File: config.mk
export PLATFORM = sky130hd
export DESIGN_NAME = present_round_ctrl
export DESIGN_NICKNAME = d
export VERILOG_FILES = /design/src/rtl/present_pkg.sv /design/src/rtl/present_round_ctrl.sv
export SDC_FILE = /design/constraint.sdc
export NUM_CORES = 1
export LEC_CHECK = 0
export CAP_MARGIN = 20
export CORE_AREA = 3 3 40 42
export CTS_BUF_LIST = sky130_fd_sc_hd__clkbuf_16
export CTS_CLUSTER_DIAMETER = 50
export DETAILED_ROUTE_END_ITERATION = 10
export DIE_AREA = 0 0 43 45
export GPL_ROUTABILITY_DRIVEN = 0
export PLACE_DENSITY_LB_ADDON = 0.05
export SETUP_SLACK_MARGIN = 0.02
export SYNTH_ARGS = -nofsm -noshare
export SYNTH_HDL_FRONTEND = slang
export SYNTH_SLANG_ARGS = --single-unit
File: constraint.sdc
create_clock -name clk -period 3.35 [get_ports clk]
set_input_delay 0.67 -clock clk [delete_from_list [all_inputs] [get_ports clk]]
set_output_delay 0.67 -clock clk [all_outputs]
set_load 0.02 [all_outputs]
File: src/rtl/present_pkg.sv
// Shared constants and state encoding for the PRESENT round-sequencing controller.
package present_pkg;

  localparam int PRESENT_ROUNDS = 31;
  localparam int CNT_W          = 5;

  typedef enum logic [2:0] {
    IDLE  = 3'd0,
    LOAD  = 3'd1,
    ROUND = 3'd2,
    FINAL = 3'd3,
    OUTV  = 3'd4
  } state_t;

endpackage

File: src/rtl/present_round_ctrl.sv
// Sequencer for the round-based PRESENT datapath: load, ROUNDS round cycles,
// final addRoundKey, then hold the result until the consumer acknowledges.
module present_round_ctrl
  import present_pkg::*;
#(
  parameter int ROUNDS = PRESENT_ROUNDS,
  parameter int CNT_W  = present_pkg::CNT_W
) (
  input  logic             clk,
  input  logic             reset,
  input  logic             start,
  input  logic             out_ack,
  output logic             ready,
  output logic             busy,
  output logic             ld_state,
  output logic             rnd_en,
  output logic [CNT_W-1:0] round_cnt,
  output logic             final_xor,
  output logic             out_valid
);

  state_t           state_q, state_d;
  logic [CNT_W-1:0] cnt_q;
  logic             last_round;

  assign last_round = (cnt_q == CNT_W'(ROUNDS));

  always_ff @(posedge clk or posedge reset) begin
    if (reset) state_q <= IDLE;
    else       state_q <= state_d;
  end

  always_comb begin
    state_d = state_q;
    unique case (state_q)
      IDLE:    if (start) state_d = LOAD;
      LOAD:    state_d = ROUND;
      ROUND:   if (last_round) state_d = FINAL;
      FINAL:   state_d = OUTV;
      // a start without an ack is dropped, not queued
      OUTV:    if (out_ack) state_d = start ? LOAD : IDLE;
      default: state_d = IDLE;
    endcase
  end

  // counter stops at ROUNDS so the key schedule never sees a wrapped index
  always_ff @(posedge clk or posedge reset) begin
    if (reset)                               cnt_q <= CNT_W'(1);
    else if (state_q == LOAD)                cnt_q <= CNT_W'(1);
    else if (state_q == ROUND && !last_round) cnt_q <= cnt_q + CNT_W'(1);
  end

  assign ready     = (state_q == IDLE) || (state_q == OUTV);
  assign busy      = (state_q == LOAD) || (state_q == ROUND) || (state_q == FINAL);
  assign ld_state  = (state_q == LOAD);
  assign rnd_en    = (state_q == ROUND);
  assign final_xor = (state_q == FINAL);
  assign out_valid = (state_q == OUTV);
  assign round_cnt = cnt_q;

endmodule

# [After elaboration in Yosys (flattened, before gate mapping)]
# Index checks and enable logic that the tools add are counted.
[classes] add_sub_neg=1 eq_ne=8 n_reduce_logical=8 muxes=7
[op_table] operator="one-hot mux 3 bit (5 select lines)" n=1
[op_table] operator="2-to-1 mux 5 bit" n=2
[op_table] operator="2-to-1 mux 3 bit" n=3
[op_table] operator="== test 3 x 2 -> 1 bit, second input constant" n=2
[op_table] operator="adder 5 x 1 -> 5 bit, second input constant" n=1
[op_table] operator="== test 5 bit, second input constant" n=1
[op_table] operator="inequality test 2 bit, second input constant" n=2
[op_table] operator="== test 3 x 1 -> 1 bit, second input constant" n=1
[op_table] operator="== test 3 bit, second input constant" n=1
[op_table] operator="zero test 3 bit" n=1
[op_table] operator="logical OR 1 bit" n=3
[op_table] operator="AND reduction 3 bit" n=1
[op_table] operator="inequality test 2 x 1 -> 1 bit, second input constant" n=1
[op_table] operator="nonzero test 2 bit" n=1
[op_table] operator="logical AND 1 bit" n=1
[op_table] operator="zero test 1 bit" n=1
[op_table] operator="2-to-1 mux 1 bit" n=1
[totals] output_inout_bits=11 reg_bits=8 word_cells=26

# [Depth between registers and ports, before layout]
[depth] word_depth=5 depth_mapped=6

# [Least setup slack after synthesis]
# Ideal clock, no wire load.
[synth_timing] kind="reg-to-reg" start="register cnt_q[1], in the netlist round_cnt[1]" end="register cnt_q[3], in the netlist round_cnt[3]" path_buffers=0 setup_slack_ns=1.529 path_stages_with_launch=7 setup_time_ns=0.134 period_less_slack_ns=1.821 required_ns=3.216 t_arrival_ns=1.687 cell_sequence="dfrtp_1 ha_1 and3_1 ha_1 nor4b_4 nand4_1 mux2i_1"
[synth_between] elab_chain_len=4 word_cells_on_any_way=7 cone_classes="add/sub (1); eq/ne (1); mux (2); reduce/logical (3)"
[synth_lines] item="start, declared" line_no="present_round_ctrl.sv:23" rtl="logic [CNT_W-1:0] cnt_q;"
[synth_lines] item="start signal, assigned" line_no="present_round_ctrl.sv:50" rtl="else if (state_q == ROUND && !last_round) cnt_q <= cnt_q + CNT_W'(1);"
[synth_lines] item="parallel branches: the longest is 4 deep, another holds adder 5 x 1 -> 5 bit"
# Several ways; the timed one is not identified. The select of a mux whose other input is x is not followed.
# A chain may end at the register's enable or synchronous reset.

# [Final worst setup path]
[layout_timing] start="register state_q[0]" end="output port ld_state"
[layout_between] elab_chain_len=1
[layout_lines] item="start, declared" line_no="present_round_ctrl.sv:22" rtl="state_t state_q, state_d;"
[layout_lines] item="start signal, assigned" line_no="present_round_ctrl.sv:30" rtl="else state_q <= state_d;"
[layout_lines] item="== test 3 x 1 -> 1 bit" line_no="present_round_ctrl.sv:55" rtl="assign ld_state = (state_q == LOAD);"
[layout_lines] item="end, declared" line_no="present_round_ctrl.sv:15" rtl="output logic ld_state,"
# Every way passes these cells.

==> impl_metrics.toml <==
[worst_setup_path]
critPathKind = "flip-flop to output pin"
reg2reg_slack_ns = 1.49
cp-start-kind = "flip-flop"
required_ns = 2.68
end_kind = "output pin"
cp_max_fo = 8
rr_endpoint = "round_cnt[3]$_DFFE_PP0P_"
cp_data_arrival_time_ns = 1.89
rr_worst_depth = 6
r2r_start = "round_cnt[1]$_DFFE_PP0P_"

[yosys]
synth-edff-count = 0
synth_area_leaders = "dfrtp_1 40%, mux2i_1 9.1%, dfstp_2 6.0%, ha_1 5.7%, nor4b_4 5.4%"
synth_top_family_by_area = "simple AND/OR/NAND/NOR gates"
yosysTopAreaCell = "dfrtp_1"
synth-xor-area-share_pct = 3.99
synthSimpleGateAreaFrac_pct = 27.4
synth_top_cells_by_count = "7 x dfrtp_1, 6 x nand2_1, 5 x nor2_1, 4 x mux2i_1, 3 x inv_1"
synth_compound_area_share_pct = 2.85
synth_warnings = 0
ys_seq_area_share_pct = 45.9
syn_inst = 42
synth_ff_type = "dfrtp_1"
synth-adder-area-share_pct = 5.70
syn_area_um2 = 439
ys_types = 20
synth.area.mux_share_pct = 9.12
yosysMostFrequentCell = "dfrtp_1"
synth_top_area_share_pct = 39.9
synth_area_per_cell_um2 = 10.5
synthArstFlopShare_pct = 100
synth_nets = 48
ys_ff_latch = 8

[detailed_routing]
viasPerCell = 4.42
drc = 0
ant_nets = 0
num_vias = 327
drt_first_pass_iters = 2
drt_iter0_drc = 4
wl_per_cell_um = 12.0
wirelength_um = 886

[grt]
grt_pass1_vias = 296
grt_start_max_net_pins = 9
antenna_found_initial = 0
grt_overflow = 0
grt_usage_pct = 10.1
grt_pass1_wl_um = 1350

[die]
die_w_um = 43
core-area_mm2 = 0.00128
initial_core_util_pct = 34.2
dieHeight_um = 45
io_pins = 15
rows = 13
die_area_mm2 = 0.00194

[power]
vdd_ir_drop_max_mv = 0.581
p_total_mw = 0.723
power.density_mw_per_mm2 = 1090
p_leak_nw = 0.327

[clocking]
cts-resized-gates = 0
clk_pin_slew_ns = 0.04
clock_sinks = 8
post_cts_buffers = 0
cts_tree = "done"
postCtsHoldBufs = 0
cts_buffer_depth = 2
cts_made_buffers = 3
cts_root_buffer = "clkbuf_16"
h-tree-depth = 1
clk_latency_ns = 0.23

[min_path]
min_path_type = "flip-flop to flip-flop"
holdPathEnd = "round_cnt[3]$_DFFE_PP0P_"
worst_hold_path.num_cells = 1
min_from = "round_cnt[3]$_DFFE_PP0P_"

[timing]
finalCriticalPeriod_ns = 2.56
slew_viol_final = 0
period_share_pct = 76.4
tns_ns = 0
worst_pin_slew_ns = 0.412
fmax_ghz = 0.391
hold_viol_final = 0
slew_headroom_pct = 72.4
rsz0062_at_grt = "no"
setup_violations = 0
skew_ns = 0.00319

[layout]
fill_cells = 117
antenna_cells = 0
areaGrowthSynthToFinish_pct = 51.6
final_cell_area_um2 = 666
final-seq-area_um2 = 201
multi_input_area_um2 = 215
final_nets = 66
drive_above_1_share_pct = 8.47

[placed_design]
place_hpwl_um = 652
port_buffers = 14
placed_cell_area_um2 = 587

[job]
drv_cap = 0

[outcome]
status = "complete, no violations"
==> state kept, by name, indices dropped and copies added, names as in the netlist <==
register and flops:
state_q 3, round_cnt 5
==> layout make-up <==
cell class                 instances  share of cell area [%]
timing repair buffer              14                    21.1
inverter                           3                    1.69
clock buffer                       3                    11.3
multi-input combinational         30                    32.3
clock inverter                     1                   0.564
sequential                         8                    30.3
tap                               15                    2.82
==> per-layer routing <==
layer | wire, um | global-route usage, % | vias to the layer above
met2 | 366 | 12.3 | 11
met1 | 438 | 13.3 | 139
met3 | 58 | 2.79 | 4
li1 | - | - | 173
met4 | 23 | 10.8 | 0
met5 | 0 | 0 | -
==> worst max path at each step <==
stage	slack [ns]	cells past startpoint	start	endpoint
6_report	0.79	3	state_q[0]$_DFFE_PP0P_	ld_state
5_1_grt	0.69	3	state_q[0]$_DFFE_PP0P_	ld_state
4_1_cts	0.77	3	state_q[0]$_DFFE_PP0P_	ld_state
3_5_place_dp	1.04	3	state_q[0]$_DFFE_PP0P_	ld_state
3_3_place_gp	1.05	3	state_q[0]$_DFFE_PP0P_	ld_state
2_1_floorplan	1.53	6	round_cnt[1]$_DFFE_PP0P_	round_cnt[3]$_DFFE_PP0P_
==> cells in the final DEF (no fill, tap or decap) <==
cell,Yosys,routed
and3_1,1,1
dfrtp_1,7,7
a21oi_1,1,1
and2_1,1,1
mux2i_1,4,4
clkbuf_16,0,3
xnor2_1,2,2
o31ai_1,1,1
nand2_1,6,6
ha_1,2,2
nor2b_1,1,1
clkdlybuf4s50_1,0,14
nor4b_4,1,1
nor2_1,5,5
nand2b_1,1,1
inv_1,3,4
and2b_1,1,1
dfstp_2,1,1
nand3b_1,1,1
nand4_1,1,1
or3b_1,1,1
==> kinds of logic (layout without fill, tap and decap cells) <==
| logic type | Yosys count | after routing |
|---|---|---|
| muxes | 4 | 4 |
| and+or+nand+nor | 20 | 20 |
| xor gates and xnor gates | 2 | 2 |
| DFF | 8 | 8 |
| adders and majority gates | 2 | 2 |
| buffers and inverters | 4 | 21 |
| AOI/OAI and AO/OA | 2 | 2 |
==> worst max-delay path: stages (launching register included) <==
cell,delay (ns)
dfrtp_1,0.49
or3b_1,0.44
inv_1,0.11
clkdlybuf4s50_1,0.61
==> power breakdown <==
part / internal, mW / switching [mW]
Clock: 0.156 / 0.0487
Combinational: 0.168 / 0.160
Sequential: 0.139 / 0.0520
==> per-stage QoR <==
step / utilization (%) / setup slack, ns / std cells / hold slack (ns)
finish: 51.8 / 0.790 / 74 / 0.512
global route: 51.8 / 0.689 / 74 / 0.536
CTS: 51.8 / 0.771 / 74 / 0.520
detailed placement: 45.7 / 1.04 / 70 / 0.511
global placement: 45.7 / 1.05 / 70 / 0.495
floorplan: - / 1.53 / 42 / 0.485
(Power assumes the default switching activity.)
